[src/rtl/div_unit_if.sv]
// Execute-stage divide handshake: the E stage (master) requests a divide, the divider (slave)
// returns a one-cycle ready pulse with registered quotient/remainder.
interface div_unit_if #(
    parameter int WIDTH = 32
);
    // StartDivE acts as valid and stays high until DivReadyE (the ready) is seen; a request is
    // consumed in the cycle where both are high, and AnnulE cancels any outstanding request.
    logic             StartDivE;
    logic             SignedDivE;
    logic             AnnulE;
    logic [WIDTH-1:0] SrcAE;
    logic [WIDTH-1:0] SrcBE;
    logic             DivReadyE;
    logic [WIDTH-1:0] DivResultLO;
    logic [WIDTH-1:0] DivResultHI;

    modport master (
        output StartDivE, SignedDivE, AnnulE, SrcAE, SrcBE,
        input  DivReadyE, DivResultLO, DivResultHI
    );

    modport slave (
        input  StartDivE, SignedDivE, AnnulE, SrcAE, SrcBE,
        output DivReadyE, DivResultLO, DivResultHI
    );
endinterface

[src/rtl/div_unit.sv]
// Iterative radix-2 restoring divider for DIV/DIVU: one quotient bit per cycle, signs applied
// after the last step. Quotient is returned on LO, remainder on HI.
module div_unit #(
    parameter int WIDTH = 32
) (
    input  logic       clk,
    input  logic       rst,
    div_unit_if.slave  divIf,
    output logic [1:0] divState
);
    localparam int CNT_W = $clog2(WIDTH);

    typedef enum logic [1:0] {
        IDLE = 2'd0,
        BUSY = 2'd1,
        DONE = 2'd2
    } state_t;

    state_t           state, nextState;
    logic [CNT_W-1:0] count;
    logic [WIDTH-1:0] rem, quo, divisor;
    logic             qNeg, rNeg;

    logic             startDiv, stepEn, lastStep, finish;
    logic             signA, signB, divZero, noBorrow;
    logic [WIDTH-1:0] magA, magB, remNext, quoNext, loNext, hiNext;
    logic [WIDTH:0]   trial;

    assign divState = state;

    always_ff @(posedge clk or negedge rst) begin
        if (!rst) state <= IDLE;
        else      state <= nextState;
    end

    always_comb begin
        nextState = state;
        case (state)
            IDLE: if (divIf.StartDivE && !divIf.AnnulE) nextState = BUSY;
            BUSY: begin
                if (divIf.AnnulE)  nextState = IDLE;
                else if (lastStep) nextState = DONE;
            end
            DONE:    nextState = IDLE;
            default: nextState = IDLE;
        endcase
    end

    assign startDiv = (state == IDLE) && divIf.StartDivE && !divIf.AnnulE;
    assign stepEn   = (state == BUSY) && !divIf.AnnulE;
    assign lastStep = (count == CNT_W'(WIDTH - 1));
    assign finish   = stepEn && lastStep;

    assign divIf.DivReadyE = (state == DONE) && !divIf.AnnulE;

    // Operand conditioning on the start cycle.
    assign signA   = divIf.SignedDivE & divIf.SrcAE[WIDTH-1];
    assign signB   = divIf.SignedDivE & divIf.SrcBE[WIDTH-1];
    assign divZero = (divIf.SrcBE == '0);
    assign magA    = signA ? -divIf.SrcAE : divIf.SrcAE;
    assign magB    = signB ? -divIf.SrcBE : divIf.SrcBE;

    // One restoring step: shift {rem,quo} left, trial-subtract, keep the difference if no borrow.
    assign trial    = {rem, quo[WIDTH-1]} - {1'b0, divisor};
    assign noBorrow = ~trial[WIDTH];
    assign remNext  = noBorrow ? trial[WIDTH-1:0] : {rem[WIDTH-2:0], quo[WIDTH-1]};
    assign quoNext  = {quo[WIDTH-2:0], noBorrow};
    assign loNext   = qNeg ? -quoNext : quoNext;
    assign hiNext   = rNeg ? -remNext : remNext;

    always_ff @(posedge clk or negedge rst) begin
        if (!rst) begin
            count             <= '0;
            rem               <= '0;
            quo               <= '0;
            divisor           <= '0;
            qNeg              <= 1'b0;
            rNeg              <= 1'b0;
            divIf.DivResultLO <= '0;
            divIf.DivResultHI <= '0;
        end else begin
            if (startDiv) begin
                count   <= '0;
                rem     <= '0;
                divisor <= magB;
                // A zero divisor runs the raw dividend unsigned: the loop then yields an
                // all-ones quotient and shifts the dividend out unchanged as the remainder.
                quo     <= divZero ? divIf.SrcAE : magA;
                qNeg    <= divZero ? 1'b0 : (signA ^ signB);
                rNeg    <= divZero ? 1'b0 : signA;
            end else if (stepEn) begin
                count <= count + CNT_W'(1);
                rem   <= remNext;
                quo   <= quoNext;
            end
            if (finish) begin
                divIf.DivResultLO <= loNext;
                divIf.DivResultHI <= hiNext;
            end
        end
    end
endmodule
[src/flat_wrapper.sv]
// flat-port wrapper written by rule: the top's interface ports become plain ports
module div_unit_flat 
#(
    parameter int WIDTH = 32
)
  (clk, rst, divState, divIf_StartDivE, divIf_SignedDivE, divIf_AnnulE, divIf_SrcAE, divIf_SrcBE, divIf_DivReadyE, divIf_DivResultLO, divIf_DivResultHI);
  div_unit_if #(.WIDTH(WIDTH)) divIf_i ();
  input  logic clk;
  input  logic rst;
  output logic [1:0] divState;
  input wire logic [$bits(divIf_i.StartDivE)-1:0] divIf_StartDivE;
  input wire logic [$bits(divIf_i.SignedDivE)-1:0] divIf_SignedDivE;
  input wire logic [$bits(divIf_i.AnnulE)-1:0] divIf_AnnulE;
  input wire logic [$bits(divIf_i.SrcAE)-1:0] divIf_SrcAE;
  input wire logic [$bits(divIf_i.SrcBE)-1:0] divIf_SrcBE;
  output wire logic [$bits(divIf_i.DivReadyE)-1:0] divIf_DivReadyE;
  output wire logic [$bits(divIf_i.DivResultLO)-1:0] divIf_DivResultLO;
  output wire logic [$bits(divIf_i.DivResultHI)-1:0] divIf_DivResultHI;
  assign divIf_i.StartDivE = divIf_StartDivE;
  assign divIf_i.SignedDivE = divIf_SignedDivE;
  assign divIf_i.AnnulE = divIf_AnnulE;
  assign divIf_i.SrcAE = divIf_SrcAE;
  assign divIf_i.SrcBE = divIf_SrcBE;
  assign divIf_DivReadyE = divIf_i.DivReadyE;
  assign divIf_DivResultLO = divIf_i.DivResultLO;
  assign divIf_DivResultHI = divIf_i.DivResultHI;
  div_unit #(.WIDTH(WIDTH)) u_core (.clk(clk), .rst(rst), .divIf(divIf_i), .divState(divState));
endmodule
[config.mk]
export PLATFORM = sky130hd
export DESIGN_NAME = div_unit_flat
export DESIGN_NICKNAME = d
export VERILOG_FILES = /design/src/rtl/div_unit_if.sv /design/src/rtl/div_unit.sv /design/src/flat_wrapper.sv
export SDC_FILE = /design/constraint.sdc
export NUM_CORES = 1
export LEC_CHECK = 0
export ABC_AREA = 1
export CAP_MARGIN = 10
export CORE_MARGIN = 2
export CORE_UTILIZATION = 25
export CTS_BUF_LIST = sky130_fd_sc_hd__clkbuf_8
export DETAILED_ROUTE_END_ITERATION = 8
export RECOVER_POWER = 50
export SYNTH_ARGS = -nofsm -noshare
export SYNTH_HDL_FRONTEND = slang
export SYNTH_SLANG_ARGS = --single-unit
[constraint.sdc]
create_clock -name clk -period 4.35 [get_ports clk]
set_input_delay 0.435 -clock clk [delete_from_list [all_inputs] [get_ports clk]]
set_output_delay 0.435 -clock clk [all_outputs]
set_load 0.02 [all_outputs]
==> flow_metrics.tcl <==
set metrics [dict create \
    core_region_area_um2 51200 \
    hold_path_class "reg -> reg" \
    drt-vias-per-instance 4.70 \
    worst_clock_skew_ns 0.0235 \
    timing.final.crit_period_ns 3.92 \
    areaGrowthSynthToFinish_pct 18.8 \
    die_y_um 231 \
    finalMaxSlewViolations 187 \
    postSynthCellCount 1920 \
    final_nets 2141 \
    crit_top_cell "nand2_4" \
    crit_chain "ha_1 -> fa_1 -> inv_1 -> nand2_1 -> nand2_1 -> nand3_1 -> nand2_2 -> nand2_4 -> nand2_4 -> nand2_4 -> nand2_4 -> nand2_2 -> nand2_4 -> ha_1 -> inv_1 -> nor3_2 -> nand3_1 -> nor3_4 -> nand4_1 -> or3_1 -> o21ai_1 -> o21ai_0 -> xor2_1 -> o21ai_1" \
    end_kind "register" \
    clk_pin_slew_ns 0.10 \
    slowest_delay_ns 0.41 \
    yosys-top-cells-area "dfrtp_1 (33%), nand2_1 (17%), inv_1 (7.7%)" \
    grt_pass1_vias 12700 \
    grt_max_degree 100 \
    run_status "complete, but fails checks" \
    required_ns 4.71 \
    period_share 0.901 \
    wl_per_cell_um 16.0 \
    cp_num_buf_inv 2 \
    hold_viol 0 \
    die_area_um2 53400 \
    drive_gt1_frac 0.0679 \
    max_freq_mhz 255 \
    dieWidth_um 231 \
    crit_family "simple AND/OR/NAND/NOR gates" \
    power.density_nw_per_um2 597 \
    synth_seq_cells 169 \
    htreeDepth 4 \
    ios 136 \
    synthArstFlopShare 1.00 \
    dp_worst_setup_slack_ns 0.298 \
    rows 83 \
    finalWorstSetupSlack_ns 0.430 \
    p_comb_frac 0.651 \
    dp.final_hpwl_um 34800 \
    cts.sinks 169 \
    grt_pass1_wl_um 69500 \
    diodes 0 \
    drv_cap 3 \
    power.leakage_nw 7.59 \
    violations "max-capacitance violations, max-slew violations" \
    p_int_mw 4.17 \
    synth_top_area_cell "dfrtp_1" \
    ys_types 52 \
    crit_slowest_cell "fa_1" \
    cts_buffers 17 \
    clkPwrFrac 0.124 \
    pwr-share-seq 0.225 \
    p_switching_mw 4.97 \
    path_class "reg -> reg" \
    synth_edf_count 0 \
    setup_violations 0 \
    dr.pass1.iters 5 \
    ys_seq_area_frac 0.328 \
    critPathArrivalTime_ns 4.28 \
    startpoint_type "register" \
    p_sw_frac 0.543 \
    vias 12810 \
    tns_ns 0 \
    rsz0062_at_grt "false" \
    slew_headroom -0.869 \
    wirelength_um 43500 \
    crit_fanout 4 \
    synth_area_um2 12900 \
    grtUsageTotal 0.165 \
    ir_drop_mv 0.340 \
    cts_tree "built" \
    synthFlopType "dfrtp_1" \
    cts-root-buf "clkbuf_8" \
    drc 0 \
    yosysWarnings 0 \
    synthesis.nets 2028 \
    drt_iter0_drc 871 \
    synth.avg_cell_area_um2 6.72 \
    worst_pin_slew_ns 2.80 \
    cts_buffer_depth 2 \
    grt_overflow_total 0 \
    clock_latency_ns 0.51 \
    start_util 0.252 \
    gp_congestion 0.981 \
    portBuffers 135 \
    antenna_found_initial 0 \
    synthDominantCellAreaShare 0.328 \
    ant_nets 0 \
]
==> flip-flops by register name, indices dropped and copies added, names as in the netlist <==
| name | count |
|---|---|
| u_core.rNeg | 1 |
| u_core.quo | 32 |
| u_core.divState | 2 |
| u_core.divIf.DivResultLO | 32 |
| u_core.qNeg | 1 |
| u_core.rem | 32 |
| u_core.divIf.DivResultHI | 32 |
| u_core.count | 5 |
| u_core.divisor | 32 |
==> final cells by class <==
type | instances | area [um2]
sequential | 169 | 4230
clock inverter | 15 | 144
inverter | 271 | 1020
clock buffer | 17 | 234
multi-input combinational | 1422 | 7380
fill | 5574 | 35900
timing repair buffer | 152 | 1470
tap | 680 | 851
==> power groups by stage <==
| stage | sequential (mW) | clock, mW | combinational (mW) |
|---|---|---|---|
| 6_report | 2.06 | 1.13 | 5.95 |
| 5_1_grt | 2.09 | 1.23 | 6.69 |
| 4_1_cts | 2.06 | 1.17 | 5.96 |
| 3_5_place_dp | 2.09 | 0 | 5.94 |
| 3_3_place_gp | 2.08 | 0 | 5.90 |
| 2_1_floorplan | 1.98 | 0 | 4.54 |
==> final timing paths <==
| path | start | end | slack [ns] | depth (start not counted) |
|---|---|---|---|---|
| max in group asynchronous | rst | u_core.divisor[29] | 0.86 | 3 |
| worst max-delay path | u_core.divisor[0] | u_core.divIf.DivResultLO[28] | 0.43 | 24 |
| worst max register to register | u_core.divisor[0] | u_core.divIf.DivResultLO[28] | 0.43 | 24 |
| worst min register to register | u_core.count[3] | u_core.count[3] | 0.48 | 1 |
| worst min-delay path | u_core.count[3] | u_core.count[3] | 0.48 | 1 |
| min in group asynchronous | rst | u_core.quo[21] | 1.05 | 2 |
==> cells by family (layout without fill, tap and decap cells) <==
logic type / Yosys count / in the layout / synth area share
AOI/OAI and AO/OA: 253 / 253 / 0.117
xor gates and xnor gates: 80 / 80 / 0.0543
adders and majority gates: 39 / 39 / 0.0384
buffers and inverters: 329 / 455 / 0.102
DFF: 169 / 169 / 0.328
and+or+nand+nor: 1050 / 1050 / 0.361
==> stage by stage <==
step | hold slack [ns] | power [mW] | utilization | instances | area, um2
floorplan | 0.139 | 6.52 | - | 1920 | 12900
global placement | 0.448 | 7.98 | 0.292 | 2693 | 14900
detailed placement | 0.468 | 8.02 | 0.292 | 2693 | 14900
CTS | 0.482 | 9.18 | 0.300 | 2726 | 15300
global route | 0.509 | 10.0 | 0.299 | 2726 | 15300
finish | 0.485 | 9.14 | 0.299 | 2726 | 15300
==> cell usage after synthesis, types with 2 or more instances <==
cell	number
nand2_4	16
o221ai_1	29
nor3_1	32
nor2_1	150
nand2_2	32
a21oi_2	3
o22ai_1	25
clkbuf_1	41
o21bai_1	3
nand3_2	5
or2_2	7
nand2_1	594
buf_1	2
a22oi_1	3
xor2_1	51
buf_2	6
dfrtp_1	169
a21oi_4	2
xnor2_1	29
buf_6	7
clkinv_1	4
inv_1	263
a21o_1	7
nor2_2	11
nand3b_1	6
and2_1	3
a22o_1	2
nor2_4	5
ha_1	38
o21ai_1	13
a31oi_1	2
a21oi_1	42
nand4_1	25
nor4_1	7
nand3_1	150
inv_2	4
o21ai_0	117
==> cells in the final DEF (no fill, tap or decap), types with 5 or more instances in the layout <==
cell,Yosys,layout
a21o_1,7,7
a21oi_1,42,42
buf_4,1,12
clkbuf_8,0,17
clkdlybuf4s50_1,0,118
dfrtp_1,169,169
dlygate4sd3_1,0,17
ha_1,38,38
inv_1,263,265
nand2_1,594,593
nand2_2,32,33
nand2_4,16,16
nand3_1,150,149
nand3_2,5,6
nand3b_1,6,6
nand4_1,25,25
nor2_1,150,150
nor2_2,11,11
nor2_4,5,5
nor3_1,32,30
nor4_1,7,7
o21ai_0,117,116
o21ai_1,13,14
o221ai_1,29,29
o22ai_1,25,25
or2_2,7,7
xnor2_1,29,29
xor2_1,51,51
==> routing by layer <==
layer	global-route usage	part of all wire
met1	0.203	0.44
met2	0.296	0.50
met3	0.0194	0.030
met4	0.0569	0.028
met5	0	0
==> worst register-to-register path, cell delays in order (launching register included) <==
cell	delay [ns]
dfrtp_1	0.40
ha_1	0.23
fa_1	0.41
inv_1	0.09
nand2_1	0.06
nand2_1	0.08
nand3_1	0.08
nand2_2	0.14
nand2_4	0.07
nand2_4	0.07
nand2_4	0.07
nand2_4	0.08
nand2_2	0.07
nand2_4	0.08
ha_1	0.14
inv_1	0.06
nor3_2	0.13
nand3_1	0.16
nor3_4	0.18
nand4_1	0.20
or3_1	0.38
o21ai_1	0.19
o21ai_0	0.15
xor2_1	0.18
o21ai_1	0.07
==> what timing repair did <==
action,in CTS,in global routing
endpoints found under the setup margin,0,5
hold endpoints to repair,9,0
setup buffers,0,0
hold buffers,1,0
gates resized for setup,0,4
No activity file was read; power rests on OpenSTA's default activity.
